===== src/rtl/int_sched_pkg.sv =====
// -----------------------------------------------------------------------------
// int_sched_pkg
// Shared types and helpers for the int_sched interrupt scheduler.
//   NUM_IRQ_DEF : default number of interrupt lines
//   MAX_IRQ     : widest vector the helpers handle (NUM_IRQ must not exceed it)
//   state_t     : request FSM states (IDLE / REQ)
//   hi_t        : highest-set-index result (valid flag + index)
//   highest()   : highest set index of a vector
//   above_vec() : indices strictly greater than a hi_t index (all when !valid)
// -----------------------------------------------------------------------------
package int_sched_pkg;

  localparam int NUM_IRQ_DEF = 8;
  localparam int MAX_IRQ     = 32;
  localparam int IDX_W       = $clog2(MAX_IRQ);

  typedef enum logic {
    IDLE = 1'b0,
    REQ  = 1'b1
  } state_t;

  typedef struct packed {
    logic             valid;
    logic [IDX_W-1:0] idx;
  } hi_t;

  function automatic hi_t highest(input logic [MAX_IRQ-1:0] v);
    hi_t r;
    r = '0;
    // Ascending scan: the last hit is the highest index.
    for (int i = 0; i < MAX_IRQ; i++) begin
      if (v[i]) begin
        r.valid = 1'b1;
        r.idx   = i[IDX_W-1:0];
      end
    end
    return r;
  endfunction

  function automatic logic [MAX_IRQ-1:0] above_vec(input hi_t h);
    logic [MAX_IRQ-1:0] r;
    r = '1;
    if (h.valid) begin
      for (int i = 0; i < MAX_IRQ; i++) begin
        r[i] = (i > int'(h.idx));
      end
    end
    return r;
  endfunction

endpackage


===== src/rtl/int_prio_enc.sv =====
// -----------------------------------------------------------------------------
// int_prio_enc
// Combinational highest-index priority encoder.
//   vec : input request vector (WIDTH bits)
//   hi  : {valid, index of highest set bit}
// -----------------------------------------------------------------------------
module int_prio_enc
  import int_sched_pkg::*;
#(
  parameter int WIDTH = NUM_IRQ_DEF
) (
  input  logic [WIDTH-1:0] vec,
  output hi_t              hi
);

  logic [MAX_IRQ-1:0] ext;

  // NOTE: every variable written in always_comb gets a default first, so no
  // path leaves it unassigned and no latch is inferred.
  always_comb begin
    ext            = '0;
    ext[WIDTH-1:0] = vec;
  end

  assign hi = highest(ext);

endmodule


===== src/rtl/int_sched.sv =====
// -----------------------------------------------------------------------------
// int_sched
// Interrupt scheduler feeding the CP0 hardware_interrupt input. Raw levels are
// edge-detected into pending requests, masked, and arbitrated by fixed
// priority (higher index wins) against the nested in-service levels. The
// winner is held as a one-hot request until CP0 acknowledges it.
//
// Ports:
//   clk, clr_n  : clock, asynchronous active-low reset
//   irq_in      : raw interrupt levels (rising edge requests service)
//   cfg_we      : mask write strobe, cfg_mask the new mask
//   int_ack     : CP0 took the offered request
//   eret        : handler returned, retire top in-service level
//   ovr_clr     : clear all overrun flags
//   hw_int      : one-hot request to CP0
//   pending     : latched, unacknowledged requests
//   in_service  : acknowledged, unretired levels
//   overrun     : sticky, edge arrived while already pending
//   mask        : current mask register
//
// Build option: define INT_SCHED_IRQ_SYNC_EN to pass irq_in through a
// two-flop synchronizer (adds 2 cycles of latency, allows async irq_in).
// -----------------------------------------------------------------------------
module int_sched
  import int_sched_pkg::*;
#(
  parameter int                 NUM_IRQ  = NUM_IRQ_DEF,
  parameter logic [NUM_IRQ-1:0] RST_MASK = '0
) (
  input  logic               clk,
  input  logic               clr_n,
  input  logic [NUM_IRQ-1:0] irq_in,
  input  logic               cfg_we,
  input  logic [NUM_IRQ-1:0] cfg_mask,
  input  logic               int_ack,
  input  logic               eret,
  input  logic               ovr_clr,
  output logic [NUM_IRQ-1:0] hw_int,
  output logic [NUM_IRQ-1:0] pending,
  output logic [NUM_IRQ-1:0] in_service,
  output logic [NUM_IRQ-1:0] overrun,
  output logic [NUM_IRQ-1:0] mask
);

  logic [NUM_IRQ-1:0] irq_s;
  logic [NUM_IRQ-1:0] irq_prev;
  logic [NUM_IRQ-1:0] edge_v;

`ifdef INT_SCHED_IRQ_SYNC_EN
  logic [NUM_IRQ-1:0] sync_q1;
  logic [NUM_IRQ-1:0] sync_q2;

  always_ff @(posedge clk or negedge clr_n) begin
    if (!clr_n) begin
      sync_q1 <= '0;
      sync_q2 <= '0;
    end else begin
      sync_q1 <= irq_in;
      sync_q2 <= sync_q1;
    end
  end

  assign irq_s = sync_q2;
`else
  assign irq_s = irq_in;
`endif

  assign edge_v = irq_s & ~irq_prev;

  // Arbitration.
  hi_t                isr_hi;
  hi_t                win_hi;
  logic [NUM_IRQ-1:0] above;
  logic [NUM_IRQ-1:0] cand;

  int_prio_enc #(.WIDTH(NUM_IRQ)) u_isr_enc (.vec(in_service), .hi(isr_hi));

  assign above = NUM_IRQ'(above_vec(isr_hi));
  assign cand  = pending & mask & above;

  int_prio_enc #(.WIDTH(NUM_IRQ)) u_cand_enc (.vec(cand), .hi(win_hi));

  // Request FSM.
  state_t             state, state_nxt;
  logic [IDX_W-1:0]   id_q, id_nxt;
  logic [NUM_IRQ-1:0] hw_nxt;
  logic [NUM_IRQ-1:0] id_vec;
  logic               ack_take;

  assign id_vec = NUM_IRQ'(1) << id_q;

  always_comb begin
    state_nxt = state;
    id_nxt    = id_q;
    hw_nxt    = hw_int;
    ack_take  = 1'b0;
    unique case (state)
      IDLE: begin
        hw_nxt = '0;
        if (win_hi.valid) begin
          id_nxt    = win_hi.idx;
          hw_nxt    = NUM_IRQ'(1) << win_hi.idx;
          state_nxt = REQ;
        end
      end
      REQ: begin
        if (int_ack) begin
          ack_take  = 1'b1;
          hw_nxt    = '0;
          state_nxt = IDLE;
        end else if (!(|(id_vec & mask & above))) begin
          // Request lost eligibility; pending is kept and re-arbitrated.
          hw_nxt    = '0;
          state_nxt = IDLE;
        end
      end
      default: begin
        hw_nxt    = '0;
        state_nxt = IDLE;
      end
    endcase
  end

  // Next-state for the status vectors.
  logic [NUM_IRQ-1:0] ack_vec;
  logic [NUM_IRQ-1:0] ret_vec;
  logic [NUM_IRQ-1:0] pend_nxt;
  logic [NUM_IRQ-1:0] isr_nxt;
  logic [NUM_IRQ-1:0] ovr_nxt;

  always_comb begin
    ack_vec = ack_take ? id_vec : '0;
    ret_vec = (eret && isr_hi.valid) ? (NUM_IRQ'(1) << isr_hi.idx) : '0;
    // A fresh edge on the acked line re-arms pending and is not an overrun.
    pend_nxt = (pending & ~ack_vec) | edge_v;
    ovr_nxt  = (ovr_clr ? '0 : overrun) | (edge_v & pending & ~ack_vec);
    // Retire from the pre-update in_service, then record the ack.
    isr_nxt  = (in_service & ~ret_vec) | ack_vec;
  end

  // NOTE: sequential state uses non-blocking assignments so every register
  // samples pre-edge values, independent of statement order.
  always_ff @(posedge clk or negedge clr_n) begin
    if (!clr_n) begin
      state      <= IDLE;
      id_q       <= '0;
      hw_int     <= '0;
      irq_prev   <= '0;
      pending    <= '0;
      in_service <= '0;
      overrun    <= '0;
      mask       <= RST_MASK;
    end else begin
      state      <= state_nxt;
      id_q       <= id_nxt;
      hw_int     <= hw_nxt;
      irq_prev   <= irq_s;
      pending    <= pend_nxt;
      in_service <= isr_nxt;
      overrun    <= ovr_nxt;
      if (cfg_we) begin
        mask <= cfg_mask;
      end
    end
  end

endmodule


===== config.mk =====
export PLATFORM = sky130hd
export DESIGN_NAME = int_sched
export DESIGN_NICKNAME = d
export VERILOG_FILES = /design/src/rtl/int_sched_pkg.sv /design/src/rtl/int_prio_enc.sv /design/src/rtl/int_sched.sv
export SDC_FILE = /design/constraint.sdc
export NUM_CORES = 1
export LEC_CHECK = 0
export ABC_AREA = 1
export ABC_CLOCK_PERIOD_IN_PS = 1600
export CAP_MARGIN = 10
export CORE_MARGIN = 2
export CORE_UTILIZATION = 44
export CTS_CLUSTER_SIZE = 25
export DETAILED_ROUTE_END_ITERATION = 12
export PLACE_DENSITY = 0.73
export SLEW_MARGIN = 20
export SYNTH_ARGS = -nofsm -noshare
export SYNTH_HDL_FRONTEND = slang
export SYNTH_SLANG_ARGS = --single-unit
export TNS_END_PERCENT = 1

===== constraint.sdc =====
create_clock -name clk -period 1.6 [get_ports clk]
set_clock_uncertainty 0.2 [all_clocks]
set_input_delay 0.32 -clock clk [delete_from_list [all_inputs] [get_ports clk]]
set_output_delay 0.32 -clock clk [all_outputs]
set_load 0.02 [all_outputs]

# Yosys cells after proc, flatten, opt, wreduce, memory -nomap -nowiden
# Index checks and enable logic that the tools add are counted.
# Widths: inputs -> output; s select.
# totals
regBits	54
inputBits	22
elab_cells	68
# classes
order_cmp	7
n_eq_ne	1
shifts	3
muxes	30
bitwise	16
reduce_logical	3
# ops
cell	count
$mux 6	16
$and 8x8->8	9
$mux 8	7
$not 8->8	3
$or 8x8->8	3
$shl 1x5->8 const A	3
$gt 3x5->1 const A	4
$pmux 8 s2	1
$gt 2x5->1 const A	2
$reduce_or 8->1	1
$gt 1x5->1 const A	1
$mux 1	5
$ne 3x3->1 const B	1
$pmux 1 s2	1
$reduce_and 2->1	1
$logic_and 1x1->1	1
$not 1->1	1

# Longest topological paths before layout
# depth
ltp_word	22
depth_mapped	16

# Modules after synthesis
# A second synthesis with hierarchy kept.
# unflattened
hier_cells	340
area_unflattened_um2	2581.2
# modules_own_cells
module	n_inst	cells_each	area_per_inst_um2	seq_area_each_um2
int_sched	1	294	2388.5	1351.3
int_prio_enc	2	23	96.3	0.0

# Worst setup path after synthesis
# Ideal clock, no wire load.
# synth_timing
path_type	register to register
startpoint	register in_service[7]
endpoint	register id_q[0]
arrival_ps	1538
t_required_ps	1275
setup_slack_ps	-263
path_stages_with_launch	13
path_buffers	0
period_less_slack_ps	1863
path_cell_list	dfrtp_1 -> nor2_4 -> nand2_8 -> nor2_4 -> nand3_2 -> nand4_1 -> nand2_1 -> nand2_1 -> nand2_1 -> nand2_2 -> nand2_1 -> nand2_1 -> o21ai_1
# synth_via
elab_chain_cells	12
# synth_rtl
element	line_no	rtl
start, declared	int_sched.sv:40	output logic [NUM_IRQ-1:0] in_service,
start signal, assigned	int_sched.sv:159	in_service <= isr_nxt;
$mux 6 *	int_sched_pkg.sv:32	if (v[i]) begin
$gt 1x5->1 / $mux 8 (equally long branches)	int_sched_pkg.sv:45, int_sched_pkg.sv:43	
$mux 8 *	int_sched_pkg.sv:43	if (h.valid) begin
$and 8x8->8 *	int_sched.sv:79	assign cand = pending & mask & above;
$mux 6 (6 in a row)	int_sched_pkg.sv:32	
$mux 6 *	int_sched_pkg.sv:32	
$reduce_and 2->1 (no source line)	--	
end signal, assigned	int_sched.sv:155	id_q <= id_nxt;
end, declared	int_sched.sv:85	logic [IDX_W-1:0] id_q, id_nxt;
# Mark *: on every way between the ends. The rest lies on a longest branch, timed or not.
# A chain may end at the register's enable or synchronous reset.

# Worst setup path in the final report
# layout_timing
startpoint	register in_service[7]
endpoint	register hw_int[2]
# layout_via
elab_chain_cells	14
# layout_rtl
element	line_no	rtl
$mux 6 *	int_sched_pkg.sv:32	
$gt 1x5->1	int_sched_pkg.sv:45	r[i] = (i > int'(h.idx));
$mux 8 *	int_sched_pkg.sv:43	
$and 8x8->8	int_sched.sv:79	
$mux 6 (7 in a row)	int_sched_pkg.sv:32	
$shl 1x5->8	int_sched.sv:102	hw_nxt = NUM_IRQ'(1) << win_hi.idx;
$mux 8	int_sched.sv:100	if (win_hi.valid) begin
$pmux 8 s2	int_sched.sv:97	unique case (state)
end signal, assigned	int_sched.sv:156	hw_int <= hw_nxt;
end, declared	int_sched.sv:38	output logic [NUM_IRQ-1:0] hw_int,
# Marked as above.

==> results.py <==
metrics = {
    "worst_setup_path": {
        "endpoint_kind": "flop",
        "r2r_slack_ns": -0.35,
        "worstPathMaxFanout": 6,
        "cp.required_ns": 1.64,
        "critPathLaunchType": "flop",
        "arrival_ns": 1.99,
        "crit_type": "flop to flop",
    },
    "die": {
        "core-area_um2": 5170,
        "die_x_um": 77.6,
        "ios": 62,
        "die_h_um": 77.6,
        "dieArea_um2": 6020,
        "placementRows": 26,
        "start_util_pct": 46.1,
    },
    "yosys": {
        "synthTopCellsByArea": "dfrtp_1 55%, nand2_1 11%, inv_1 5.7%",
        "ys_ff_latch": 52,
        "yosys.area.top_type": "dfrtp_1",
        "avgSynthCellArea_um2": 9.13,
        "ys_seq_area_share_pct": 54.6,
        "synthesis.area_um2": 2380,
        "synth_cells": 261,
        "synthesis.nets": 283,
        "yosys.area.top_type_share_pct": 54.6,
        "synthDistinctLibCells": 30,
        "yosys_warnings": 0,
    },
    "global_routing": {
        "grt_pass1_vias": 2154,
        "grt_pass1_wl_mm": 10.2,
        "grt_max_degree": 53,
        "grt_use_total_pct": 21.6,
        "antenna_found_initial": 0,
        "gr-total-overflow": 0,
    },
    "timing": {
        "finalCritPeriodShare_pct": 122,
        "timing.fmax_mhz": 514,
        "timing.hold.ws_ns": 0.276,
        "worst_slack_ns": -0.346,
        "rsz0062_at_grt": "true",
        "slew_violations": 0,
        "setup_viol": 14,
        "hold_viol": 0,
        "relSlewSlack_pct": 61.4,
        "period_minus_slack_ns": 1.95,
        "tightest_slew_ns": 0.577,
    },
    "drt": {
        "drt_iter0_markers": 125,
        "vias": 2232,
        "wl_mm": 6.10,
        "viasPerCell": 4.98,
        "ant_nets": 0,
        "firstDrtPassIters": 4,
        "wl_per_cell_um": 13.6,
        "drcViolationCount": 0,
    },
    "pwr": {
        "finalPower_uw": 6530,
        "ir_drop_v": 0.000801,
        "seq_power_share_pct": 30.0,
        "power.switching_uw": 2910,
        "p_int_uw": 3620,
        "p_per_area_nw_per_um2": 1830,
        "p_comb_share_pct": 59.1,
        "swShare_pct": 44.6,
        "power.leakage_uw": 0.00185,
        "clock_power_share_pct": 10.9,
    },
    "cts": {
        "h-tree-depth": 2,
        "clkLatencyLatePin_ns": 0.30,
        "cts_tree": "yes",
        "cts_buffer_depth": 2,
        "numCtsBuffers": 5,
        "cts.clk_slew.worst_paths_ns": 0.09,
        "ctsRootBufferMaster": "clkbuf_8",
        "clock_sinks": 52,
    },
    "final_layout": {
        "final_cell_mix": "60 x nand2_1, 50 x dfrtp_1, 48 x buf_4, 35 x inv_1",
        "postLayoutCellArea_um2": 3570,
        "areaGrowthSynthToFinish_pct": 49.8,
        "fill_cells": 422,
        "final_nets": 399,
        "fin_util_pct": 69.0,
        "layout_commonest_cell": "nand2_1",
        "n_antenna_cell": 0,
        "drive_gt1_share_pct": 33.1,
        "final_cells": 448,
    },
    "flow_run": {
        "max_cap_violations": 0,
    },
    "place": {
        "dp_hpwl_mm": 4.60,
        "port-buffer-count": 61,
        "gp_congestion": 0.886,
        "placed_area_um2": 3430,
        "dp_cells": 432,
    },
    "status": {
        "outcome": "complete, but fails checks",
        "violations": "negative setup slack",
    },
    "worst_hold_path": {
        "hold_path.class": "input port to flop",
    },
}
## per-layer routing
metal | vias up | global-route usage [%] | part of all wire (%)
met1 | 1060 | 29.4 | 44
met3 | 9 | 5.35 | 6.4
met5 | - | 0 | 0
met2 | 65 | 33.9 | 48
met4 | 0 | 7.14 | 1.6
li1 | 1098 | - | -
## worst paths after layout
check	from	end	depth (start not counted)
hold reg to reg	irq_prev[7]	pending[7]	3
min in group asynchronous	clr_n	overrun[4]	3
hold / removal	irq_in[6]	irq_prev[6]	1
max in group asynchronous	clr_n	id_q[1]	3
setup reg to reg	in_service[7]	hw_int[2]	10
setup / recovery	in_service[7]	hw_int[2]	10
## flip-flops by register name, indices dropped and copies added, names as in the netlist
register and cells:
hw_int 8, in_service 8, irq_prev 8, mask 8, overrun 8, pending 8, id_q 3, state 1
## cells by family after synthesis
family / synth area share [%]
simple gates: 28.7
buf+inv: 6.78
compound gates: 7.56
flops: 54.6
mux: 2.36
## power groups by stage
| stage | registers (uW) | clock network, uW | logic [uW] |
|---|---|---|---|
| 2_1_floorplan | 2240 | 0 | 1610 |
| 3_3_place_gp | 1960 | 0 | 3450 |
| 3_5_place_dp | 1960 | 0 | 3500 |
| 4_1_cts | 1930 | 730 | 3550 |
| 5_1_grt | 2000 | 781 | 4170 |
| 6_report | 1960 | 710 | 3860 |
## area by class of cell
cell class | count | area, um^2 | area share [%]
clock buffers | 7 | 76.3 | 2.14
well taps | 70 | 87.6 | 2.45
multi-input cells | 167 | 1010 | 28.4
inverters | 39 | 151 | 4.24
clock inverters | 1 | 5.00 | 0.140
repair buffers | 112 | 931 | 26.1
flip-flops and latches | 52 | 1300 | 36.5
## stage by stage
stage | setup TNS, ns | worst slack [ns]
finish | -3.70 | -0.346
global route | -5.33 | -0.436
CTS | -3.10 | -0.291
detailed placement | -5.75 | -0.361
global placement | -5.20 | -0.301
floorplan | -2.26 | -0.236
## worst max-delay path: stages, from the launching register on
cell	delay (ns)
dfrtp_2	0.43
nor2_4	0.20
nand2_8	0.10
nor2_4	0.16
buf_4	0.13
nand3_1	0.08
nand2_2	0.11
o21bai_4	0.11
nor2_4	0.19
nand4_1	0.11
nand2_1	0.07
## synthesized netlist by cell type
cell type,n
a21oi_1,2
a21oi_2,1
buf_1,1
buf_2,1
clkbuf_1,1
dfrtp_1,52
inv_1,36
inv_2,2
inv_4,1
mux2_2,5
nand2_1,67
nand2_2,4
nand2_4,2
nand2_8,1
nand3_1,23
nand3_2,2
nand3_4,2
nand4_1,10
nor2_1,10
nor2_2,1
nor2_4,4
nor3_1,6
nor4_1,1
o2111ai_2,1
o21ai_0,12
o21ai_1,2
o21bai_4,1
o22ai_1,8
o31ai_1,1
or2_2,1
## repair_timing
action | in CTS | in global routing
setup buffers | 5 | 2
hold buffers | 1 | 0
gates resized for setup | 69 | 48
setup endpoints to repair | 57 | 35
pin swaps | 4 | 10
endpoints found under the hold margin | 52 | 0
Power figures use the tool's default switching activity.
